==> config.mk <==
export PLATFORM = sky130hd
export DESIGN_NAME = busrouter_flat
export DESIGN_NICKNAME = d
export VERILOG_FILES = /design/src/rtl/busrouter_if.sv /design/src/rtl/busrouter.sv /design/src/flat_wrapper.sv
export SDC_FILE = /design/constraint.sdc
export NUM_CORES = 1
export LEC_CHECK = 0
export ABC_AREA = 1
export BUFFER_PORTS_ARGS = -buffer_cell sky130_fd_sc_hd__buf_4
export CAP_MARGIN = 20
export CORE_UTILIZATION = 45
export DETAILED_ROUTE_END_ITERATION = 12
export GPL_TIMING_DRIVEN = 1
export HOLD_SLACK_MARGIN = 0.03
export PLACE_DENSITY = 0.83
export SYNTH_ARGS = -nofsm -noshare
export SYNTH_HDL_FRONTEND = slang
export SYNTH_SLANG_ARGS = --single-unit
==> constraint.sdc <==
create_clock -name clk -period 5.4 [get_ports clk]
set_clock_uncertainty 0.2 [all_clocks]
set_input_delay 1.08 -clock clk [delete_from_list [all_inputs] [get_ports clk]]
set_output_delay 1.08 -clock clk [all_outputs]
set_load 0.02 [all_outputs]
==> src/rtl/busrouter_if.sv <==
// Wishbone bundle between the requester, the router and its slaves.
// Router uses the slave modport; the requester/slave side uses master.
interface busrouter_if #(
    parameter int NSLAVES = 3,
    parameter int ADDR_W  = 7,
    parameter int SEL_W   = 3,
    parameter int DATA_W  = 32
);
    logic                        wb_stb_i;
    logic                        wb_cyc_i;
    logic                        wb_we_i;
    logic [ADDR_W-1:0]           wb_adr_i;
    logic [DATA_W-1:0]           wb_dat_i;
    logic [DATA_W-1:0]           wb_dat_o;
    logic                        wb_ack_o;
    logic                        wb_err_o;
    logic [NSLAVES-1:0]          s_wb_stb_o;
    logic                        s_wb_cyc_o;
    logic                        s_wb_we_o;
    logic [ADDR_W-SEL_W-1:0]     s_wb_adr_o;
    logic [DATA_W-1:0]           s_wb_dat_o;
    logic [NSLAVES*DATA_W-1:0]   s_wb_dat_i;
    logic [NSLAVES-1:0]          s_wb_ack_i;

    modport master (
        output wb_stb_i, wb_cyc_i, wb_we_i, wb_adr_i, wb_dat_i,
        input  wb_dat_o, wb_ack_o, wb_err_o,
        input  s_wb_stb_o, s_wb_cyc_o, s_wb_we_o, s_wb_adr_o, s_wb_dat_o,
        output s_wb_dat_i, s_wb_ack_i
    );

    modport slave (
        input  wb_stb_i, wb_cyc_i, wb_we_i, wb_adr_i, wb_dat_i,
        output wb_dat_o, wb_ack_o, wb_err_o,
        output s_wb_stb_o, s_wb_cyc_o, s_wb_we_o, s_wb_adr_o, s_wb_dat_o,
        input  s_wb_dat_i, s_wb_ack_i
    );
endinterface

==> src/rtl/busrouter.sv <==
// Registered Wishbone router: decodes top address bits to one of NSLAVES.
// Define BUSROUTER_TIMEOUT_EN to add a watchdog that errors hung slaves.
module busrouter #(
    parameter int                         NSLAVES   = 3,
    parameter int                         ADDR_W    = 7,
    parameter int                         SEL_W     = 3,
    parameter int                         DATA_W    = 32,
    parameter logic [NSLAVES*SEL_W-1:0]   SLAVE_IDS = {3'h7, 3'h2, 3'h1},
    parameter int                         TIMEOUT   = 16
) (
    input  logic        clk,
    input  logic        rst,
    busrouter_if.slave  bus
);
    localparam int SADR_W = ADDR_W - SEL_W;
    localparam int IDX_W  = (NSLAVES > 1) ? $clog2(NSLAVES) : 1;

    typedef enum logic [1:0] {IDLE, BUSY, RESP} state_t;

    state_t               state_q, state_d;
    logic [IDX_W-1:0]     idx_q, idx_d;
    logic [NSLAVES-1:0]   stb_q, stb_d;
    logic                 cyc_q, cyc_d;
    logic                 we_q, we_d;
    logic                 ack_q, ack_d;
    logic                 err_q, err_d;
    logic [SADR_W-1:0]    adr_q, adr_d;
    logic [DATA_W-1:0]    wdat_q, wdat_d;
    logic [DATA_W-1:0]    rdat_q, rdat_d;

    logic                 hit;
    logic [IDX_W-1:0]     hit_idx;
    logic                 sel_ack;
    logic [DATA_W-1:0]    sel_dat;
    logic                 req;

`ifdef BUSROUTER_TIMEOUT_EN
    logic [7:0]           cnt_q, cnt_d;
    logic                 tmo;
    assign tmo = (cnt_q + 8'd1) == 8'(TIMEOUT);
`endif

    assign req = bus.wb_stb_i & bus.wb_cyc_i;

    // Scan downward so the lowest matching index is the one kept.
    always_comb begin
        hit     = 1'b0;
        hit_idx = '0;
        for (int i = NSLAVES - 1; i >= 0; i--) begin
            if (bus.wb_adr_i[ADDR_W-1 -: SEL_W] ==
                SLAVE_IDS[i*SEL_W +: SEL_W]) begin
                hit     = 1'b1;
                hit_idx = IDX_W'(i);
            end
        end
    end

    always_comb begin
        sel_ack = 1'b0;
        sel_dat = '0;
        for (int i = 0; i < NSLAVES; i++) begin
            if (idx_q == IDX_W'(i)) begin
                sel_ack = bus.s_wb_ack_i[i];
                sel_dat = bus.s_wb_dat_i[i*DATA_W +: DATA_W];
            end
        end
    end

    always_comb begin
        state_d = state_q;
        idx_d   = idx_q;
        stb_d   = stb_q;
        cyc_d   = cyc_q;
        we_d    = we_q;
        adr_d   = adr_q;
        wdat_d  = wdat_q;
        rdat_d  = rdat_q;
        ack_d   = 1'b0;
        err_d   = 1'b0;
`ifdef BUSROUTER_TIMEOUT_EN
        cnt_d   = cnt_q;
`endif
        unique case (state_q)
            IDLE: begin
                if (req) begin
                    we_d   = bus.wb_we_i;
                    adr_d  = bus.wb_adr_i[SADR_W-1:0];
                    wdat_d = bus.wb_dat_i;
                    if (hit) begin
                        idx_d   = hit_idx;
                        stb_d   = NSLAVES'(1) << hit_idx;
                        cyc_d   = 1'b1;
                        state_d = BUSY;
`ifdef BUSROUTER_TIMEOUT_EN
                        cnt_d   = 8'd0;
`endif
                    end else begin
                        err_d   = 1'b1;
                        rdat_d  = '0;
                        state_d = RESP;
                    end
                end
            end
            BUSY: begin
`ifdef BUSROUTER_TIMEOUT_EN
                cnt_d = cnt_q + 8'd1;
`endif
                // A dropped cycle abandons the transfer silently.
                if (!bus.wb_cyc_i) begin
                    stb_d   = '0;
                    cyc_d   = 1'b0;
                    state_d = IDLE;
                end else if (sel_ack) begin
                    ack_d   = 1'b1;
                    rdat_d  = we_q ? '0 : sel_dat;
                    stb_d   = '0;
                    cyc_d   = 1'b0;
                    state_d = RESP;
                end
`ifdef BUSROUTER_TIMEOUT_EN
                else if (tmo) begin
                    err_d   = 1'b1;
                    rdat_d  = '0;
                    stb_d   = '0;
                    cyc_d   = 1'b0;
                    state_d = RESP;
                end
`endif
            end
            RESP: begin
                state_d = IDLE;
            end
            default: begin
                stb_d   = '0;
                cyc_d   = 1'b0;
                state_d = IDLE;
            end
        endcase
    end

    always_ff @(posedge clk or posedge rst) begin
        if (rst) begin
            state_q <= IDLE;
            idx_q   <= '0;
            stb_q   <= '0;
            cyc_q   <= 1'b0;
            we_q    <= 1'b0;
            adr_q   <= '0;
            wdat_q  <= '0;
            rdat_q  <= '0;
            ack_q   <= 1'b0;
            err_q   <= 1'b0;
        end else begin
            state_q <= state_d;
            idx_q   <= idx_d;
            stb_q   <= stb_d;
            cyc_q   <= cyc_d;
            we_q    <= we_d;
            adr_q   <= adr_d;
            wdat_q  <= wdat_d;
            rdat_q  <= rdat_d;
            ack_q   <= ack_d;
            err_q   <= err_d;
        end
    end

`ifdef BUSROUTER_TIMEOUT_EN
    always_ff @(posedge clk or posedge rst) begin
        if (rst) cnt_q <= 8'd0;
        else     cnt_q <= cnt_d;
    end
`endif

    assign bus.wb_dat_o   = rdat_q;
    assign bus.wb_ack_o   = ack_q;
    assign bus.wb_err_o   = err_q;
    assign bus.s_wb_stb_o = stb_q;
    assign bus.s_wb_cyc_o = cyc_q;
    assign bus.s_wb_we_o  = we_q;
    assign bus.s_wb_adr_o = adr_q;
    assign bus.s_wb_dat_o = wdat_q;
endmodule

==> src/flat_wrapper.sv <==
// flat-port wrapper written by rule: the top's interface ports become plain ports
module busrouter_flat 
#(
    parameter int                         NSLAVES   = 3,
    parameter int                         ADDR_W    = 7,
    parameter int                         SEL_W     = 3,
    parameter int                         DATA_W    = 32,
    parameter logic [NSLAVES*SEL_W-1:0]   SLAVE_IDS = {3'h7, 3'h2, 3'h1},
    parameter int                         TIMEOUT   = 16
)
  (clk, rst, bus_wb_stb_i, bus_wb_cyc_i, bus_wb_we_i, bus_wb_adr_i, bus_wb_dat_i, bus_wb_dat_o, bus_wb_ack_o, bus_wb_err_o, bus_s_wb_stb_o, bus_s_wb_cyc_o, bus_s_wb_we_o, bus_s_wb_adr_o, bus_s_wb_dat_o, bus_s_wb_dat_i, bus_s_wb_ack_i);
  busrouter_if #(.NSLAVES(NSLAVES), .ADDR_W(ADDR_W), .SEL_W(SEL_W), .DATA_W(DATA_W)) bus_i ();
  input  logic clk;
  input  logic rst;
  input wire logic [$bits(bus_i.wb_stb_i)-1:0] bus_wb_stb_i;
  input wire logic [$bits(bus_i.wb_cyc_i)-1:0] bus_wb_cyc_i;
  input wire logic [$bits(bus_i.wb_we_i)-1:0] bus_wb_we_i;
  input wire logic [$bits(bus_i.wb_adr_i)-1:0] bus_wb_adr_i;
  input wire logic [$bits(bus_i.wb_dat_i)-1:0] bus_wb_dat_i;
  output wire logic [$bits(bus_i.wb_dat_o)-1:0] bus_wb_dat_o;
  output wire logic [$bits(bus_i.wb_ack_o)-1:0] bus_wb_ack_o;
  output wire logic [$bits(bus_i.wb_err_o)-1:0] bus_wb_err_o;
  output wire logic [$bits(bus_i.s_wb_stb_o)-1:0] bus_s_wb_stb_o;
  output wire logic [$bits(bus_i.s_wb_cyc_o)-1:0] bus_s_wb_cyc_o;
  output wire logic [$bits(bus_i.s_wb_we_o)-1:0] bus_s_wb_we_o;
  output wire logic [$bits(bus_i.s_wb_adr_o)-1:0] bus_s_wb_adr_o;
  output wire logic [$bits(bus_i.s_wb_dat_o)-1:0] bus_s_wb_dat_o;
  input wire logic [$bits(bus_i.s_wb_dat_i)-1:0] bus_s_wb_dat_i;
  input wire logic [$bits(bus_i.s_wb_ack_i)-1:0] bus_s_wb_ack_i;
  assign bus_i.wb_stb_i = bus_wb_stb_i;
  assign bus_i.wb_cyc_i = bus_wb_cyc_i;
  assign bus_i.wb_we_i = bus_wb_we_i;
  assign bus_i.wb_adr_i = bus_wb_adr_i;
  assign bus_i.wb_dat_i = bus_wb_dat_i;
  assign bus_wb_dat_o = bus_i.wb_dat_o;
  assign bus_wb_ack_o = bus_i.wb_ack_o;
  assign bus_wb_err_o = bus_i.wb_err_o;
  assign bus_s_wb_stb_o = bus_i.s_wb_stb_o;
  assign bus_s_wb_cyc_o = bus_i.s_wb_cyc_o;
  assign bus_s_wb_we_o = bus_i.s_wb_we_o;
  assign bus_s_wb_adr_o = bus_i.s_wb_adr_o;
  assign bus_s_wb_dat_o = bus_i.s_wb_dat_o;
  assign bus_i.s_wb_dat_i = bus_s_wb_dat_i;
  assign bus_i.s_wb_ack_i = bus_s_wb_ack_i;
  busrouter #(.NSLAVES(NSLAVES), .ADDR_W(ADDR_W), .SEL_W(SEL_W), .DATA_W(DATA_W), .SLAVE_IDS(SLAVE_IDS), .TIMEOUT(TIMEOUT)) u_core (.clk(clk), .rst(rst), .bus(bus_i));
endmodule
Word level (Yosys, flattened, before mapping)
Cells that the tools add are included.
Storage, ports and cells
  register bits after elaboration: 79
  bits of input ports: 143
  output and inout port bits: 75
  word-level logic and storage cells: 73
Operators by class
  equality and inequality tests: 13
  shifts and indexed selects: 1
  mux-type cells: 39
  bitwise gates (word level): 2
  reduce and logical (&&, ||, !) cells: 8
Operator list (number)
  two-way mux 32 bit: 8
  case mux 32 bit (2 select lines): 1
  two-way mux 1 bit: 16
  two-way mux 2 bit: 7
  two-way mux 3 bit: 4
  case mux 3 bit (3 select lines): 1
  inequality test 2 x 1 -> 1 bit, second input constant: 3
  AND reduction 5 bit: 1
  equality test 2 x 1 -> 1 bit, second input constant: 2
  equality test 2 bit, second input constant: 2
  logical NOT 2 bit: 2
  inequality test 2 bit, second input constant: 2
  case mux 2 bit (2 select lines): 1
  AND reduction 2 bit: 2
  AND reduction 4 bit: 1
  equality test 3 x 1 -> 1 bit, second input constant: 1
  equality test 3 x 2 -> 1 bit, second input constant: 1
  equality test 3 bit, second input constant: 1
  inequality test 3 x 2 -> 1 bit, second input constant: 1
  case mux 1 bit (3 select lines): 1
  AND reduction 3 bit: 1
  << shifter 1 x 2 -> 3 bit, first input constant: 1
  nonzero test 2 bit: 1
  AND 1 bit: 1
  inverter 1 bit: 1

Depth between registers and ports, before layout
  depth in word-level cells: 8
  mapped depth: 9
  depth with buffers taken out: 9

Least setup slack after synthesis
OpenSTA, ideal clock, no wires.
  path kind: input to register
  from: input bus_wb_adr_i[5]
  to: register u_core.rdat_q[0] (netlist: u_core.bus.wb_dat_o[0])
  library setup time: 0.066 ns
  arrival: 1.953 ns
  data required time: 5.134 ns
  path slack: 3.181 ns
  stages on the path: 8
  cell sequence: inv_1 > nor2_1 > nand2_1 > nand4_1 > nand2_1 > clkbuf_1 > nand3_1 > nand2_1
On the way
  cells in the longest elaborated chain, start to end: 6
  elaborated cells on any way between the ends: 8
  those cells by class: eq/ne: 4; mux: 3; reduce/logical: 1
Ends and longest elaborated chain
  start, declared: RTL line flat_wrapper.sv:18  | input wire logic [$bits(bus_i.wb_adr_i)-1:0] bus_wb_adr_i;
  equality test 3 bit: RTL line busrouter.sv:50  | if (bus.wb_adr_i[ADDR_W-1 -: SEL_W] ==
  two-way mux 1 bit (2 in series): RTL line busrouter.sv:50
  two-way mux 1 bit *: RTL line busrouter.sv:50
  inequality test 2 bit (no source line) *
  AND reduction 5 bit (no source line) *
  end signal, assigned: RTL line busrouter.sv:161  | rdat_q <= rdat_d;
  end, declared: RTL line busrouter.sv:29  | logic [DATA_W-1:0] rdat_q, rdat_d;
Every way passes the cells marked *; elsewhere a longest branch is shown, timed or not.
A chain may end at the register's enable or synchronous reset.

Worst setup path in the final report
  from: input bus_wb_cyc_i
  to: register u_core.rdat_q[11] (netlist: u_core.bus.wb_dat_o[11])
On the way
  cells in the longest elaborated chain, start to end: 3
  elaborated cells on any way between the ends: 4
  those cells by class: eq/ne: 2; bitwise: 1; reduce/logical: 1
Ends and longest elaborated chain
  start, declared: RTL line flat_wrapper.sv:16  | input wire logic [$bits(bus_i.wb_cyc_i)-1:0] bus_wb_cyc_i;
  AND 1 bit: RTL line busrouter.sv:43  | assign req = bus.wb_stb_i & bus.wb_cyc_i;
  inequality test 2 x 1 -> 1 bit (no source line)
  AND reduction 5 bit (no source line) *
Marked as above.

==> results by group <==
Status
  • Status: completed

Pwr
  • Post-layout total power: 0.00228 W
  • Lkg Pwr: 3.50 nW
  • VDD IR-drop max: 0.000240 V
  • Pwr/cell area: 388 nW/µm²

GRT
  • M3 GR Usage: 6.38%
  • Pin count of the biggest net entering global routing: 80
  • Gr ovfl total: 0
  • Gr usage total: 25.1%
  • First-pass GRT wire length: 17300 µm
  • Initial antenna violation count: 0
  • GRT met1 Usage: 28.7%
  • Number of global-route vias before repair: 3824
  • Most Crowded Layer GR: met2
  • Met2 Track Usage GR: 42.6%

Routing
  • Via-to-Cell Ratio: 4.83
  • Post-route ant nets: 0
  • DRC viols: 0
  • Initial DRC Count: 146
  • DR vias: 4259
  • DR WL/cell: 12.8 µm
  • Detailed Routing Iterations Pass 1: 4
  • Routed WL: 11300 µm

STA
  • Fin crit period: 2820 ps
  • Fmax: 354 MHz
  • Worst Tran Pin Value: 959 ps
  • # setup viols final: 0
  • Slew Limit Fails: 0
  • Setup TNS Final: 0 ps
  • Final hold violations: 0
  • Tcrit/Tclk final: 52.3%
  • RSZ-0062 raised after global routing: false
  • Slew Limit Headroom: 36.1%

Synth
  • Synth Net Count: 707
  • Synth Instances: 564
  • Avg Cell Area, Syn: 6.99 µm²
  • Synth area leaders: dfrtp_1 50%, nand2_1 31%, nand3_1 9.1%
  • Cell taking the most area after synthesis: dfrtp_1
  • Synthesized area: 3940 µm²
  • Post-synth top area share: 50.1%
  • Synthesis-stage register bit count: 79
  • Share of the yosys chip area belonging to registers: 50.1%
  • Yosys warns: 0
  • Cell variety after synth: 15

Finish
  • Commonest non-fill, non-tap cell in the layout: nand2_1
  • Synth-to-layout area growth: 49.1%
  • Fill count: 687
  • Commonest non-fill, non-tap cells in the layout: 322 x nand2_1, 219 x buf_4, 79 x dfrtp_1
  • N_diodes: 0
  • Final Cell Area: 5880 µm²
  • Layout cells sized above 1: 32.1%
  • Final nets: 914

CTS
  • H-tree levels: 3
  • Skew-Pair Late Insertion Delay: 340 ps
  • Clock-pin transition on the worst setup and hold timing paths: 80 ps
  • CTS tree: built
  • CTS Sinks: 79
  • CTS Root Cell: clkbuf_8
  • Hold-fix buffer count after cts: 0
  • Setup Fix Bufs, Post-CTS: 0
  • Worst-case clock buffer depth: 2
  • Resize count post-CTS: 0
  • CTS buffer count: 9

Worst setup path
  • Crit end category: register
  • CP startpoint: bus_wb_cyc_i
  • Startpoint Class: primary input
  • WP data required: 5430 ps
  • Worst r2r src: u_core.idx_q[1]
  • Critical Path AT: 2860 ps
  • Critical path class: in2reg
  • Crit path max fanout: 34

Floorplanning
  • Starting Density: 47.3%
  • Io pins: 218
  • Die area: 9140 µm²
  • Row count: 33
  • Height of the chip: 95.6 µm
  • Core Area: 8340 µm²
  • Chip Width: 95.6 µm

Place
  • DPL Wire Length: 8490 µm
  • Port buffer count: 217
  • GPL Wtd Cong: 0.816
  • Post-DP Area: 5610 µm²

Worst hold path
  • Hold_sp: u_core.bus.s_wb_dat_o[12]
  • HP Class: reg2reg

Run
  • Max Cap Viol: 0
[cells in the mapped netlist]
cell	number
buf_2	15
buf_4	3
clkbuf_1	10
clkinv_1	15
dfrtp_1	79
inv_1	29
inv_2	1
nand2_1	322
nand2_2	1
nand3_1	72
nand4_1	2
nor2_1	8
nor2_2	3
nor2_4	1
o21ai_0	3
[per-stage QoR]
stage	hold slack [ps]	util (%)	setup WS, ps	cells
after floorplan	327	-	2100	564
after global placement	255	67.0	1920	860
after detailed placement	263	67.2	1780	861
after CTS	282	69.6	1900	877
after global routing	293	70.5	2330	881
final	279	70.5	2580	881
[path summary, 6_finish.rpt]
path	end	slack (ps)	cells after the start
max	u_core.bus.wb_dat_o[11]	2580	8
min	u_core.bus.s_wb_dat_o[12]	280	2
max reg2reg	u_core.bus.wb_dat_o[11]	2670	8
min reg2reg	u_core.bus.s_wb_dat_o[12]	280	2
max in group asynchronous	u_core.bus.wb_dat_o[27]	3550	3
min in group asynchronous	u_core.bus.s_wb_dat_o[18]	800	3
[worst max-delay path: stages]
cell     delay [ps]
buf_4           100
nand2_1          90
nand2_1          80
inv_1            60
nor2_4          590
nand2_2         570
nand2_1         200
nand2_1          60
[layer usage]
layer,vias up,wire (µm)
li1,2131,-
met1,1908,4510
met4,0,401
met5,-,0
met2,194,5430
met3,26,978
[power by group]
part | internal, W | switching (W) | total (W)
sequential | 0.000727 | 0.0000875 | 0.000814
combinational | 0.000408 | 0.000616 | 0.00102
clock | 0.000218 | 0.000224 | 0.000443
total | 0.00135 | 0.000928 | 0.00228
[cell families after synthesis]
group                  count (synthesis)  synth area share [%]
AO/OA/AOI/OAI                          3                 0.381
buffers and inverters                 73                  7.71
flip-flops                            79                  50.1
AND/OR/NAND/NOR                      409                  41.8
[cell type report]
class / instances / area, µm² / share of cell area [%]
multi-input cells: 412 / 1670 / 28.4
inverters: 45 / 170 / 2.89
flip-flops and latches: 79 / 1980 / 33.6
clock inverters: 7 / 77.6 / 1.32
well taps: 105 / 131 / 2.23
clock buffers: 9 / 124 / 2.11
repair buffers: 224 / 1730 / 29.5
[flip-flops by register name, indices dropped and copies added (netlist names)]
| signal | flops |
|---|---|
| u_core.bus.s_wb_cyc_o | 1 |
| u_core.bus.s_wb_we_o | 1 |
| u_core.state_q | 2 |
| u_core.bus.s_wb_dat_o | 32 |
| u_core.bus.s_wb_stb_o | 3 |
| u_core.bus.wb_err_o | 1 |
| u_core.bus.wb_dat_o | 32 |
| u_core.bus.wb_ack_o | 1 |
| u_core.bus.s_wb_adr_o | 4 |
| u_core.idx_q | 2 |
(Power assumes the default switching activity.)
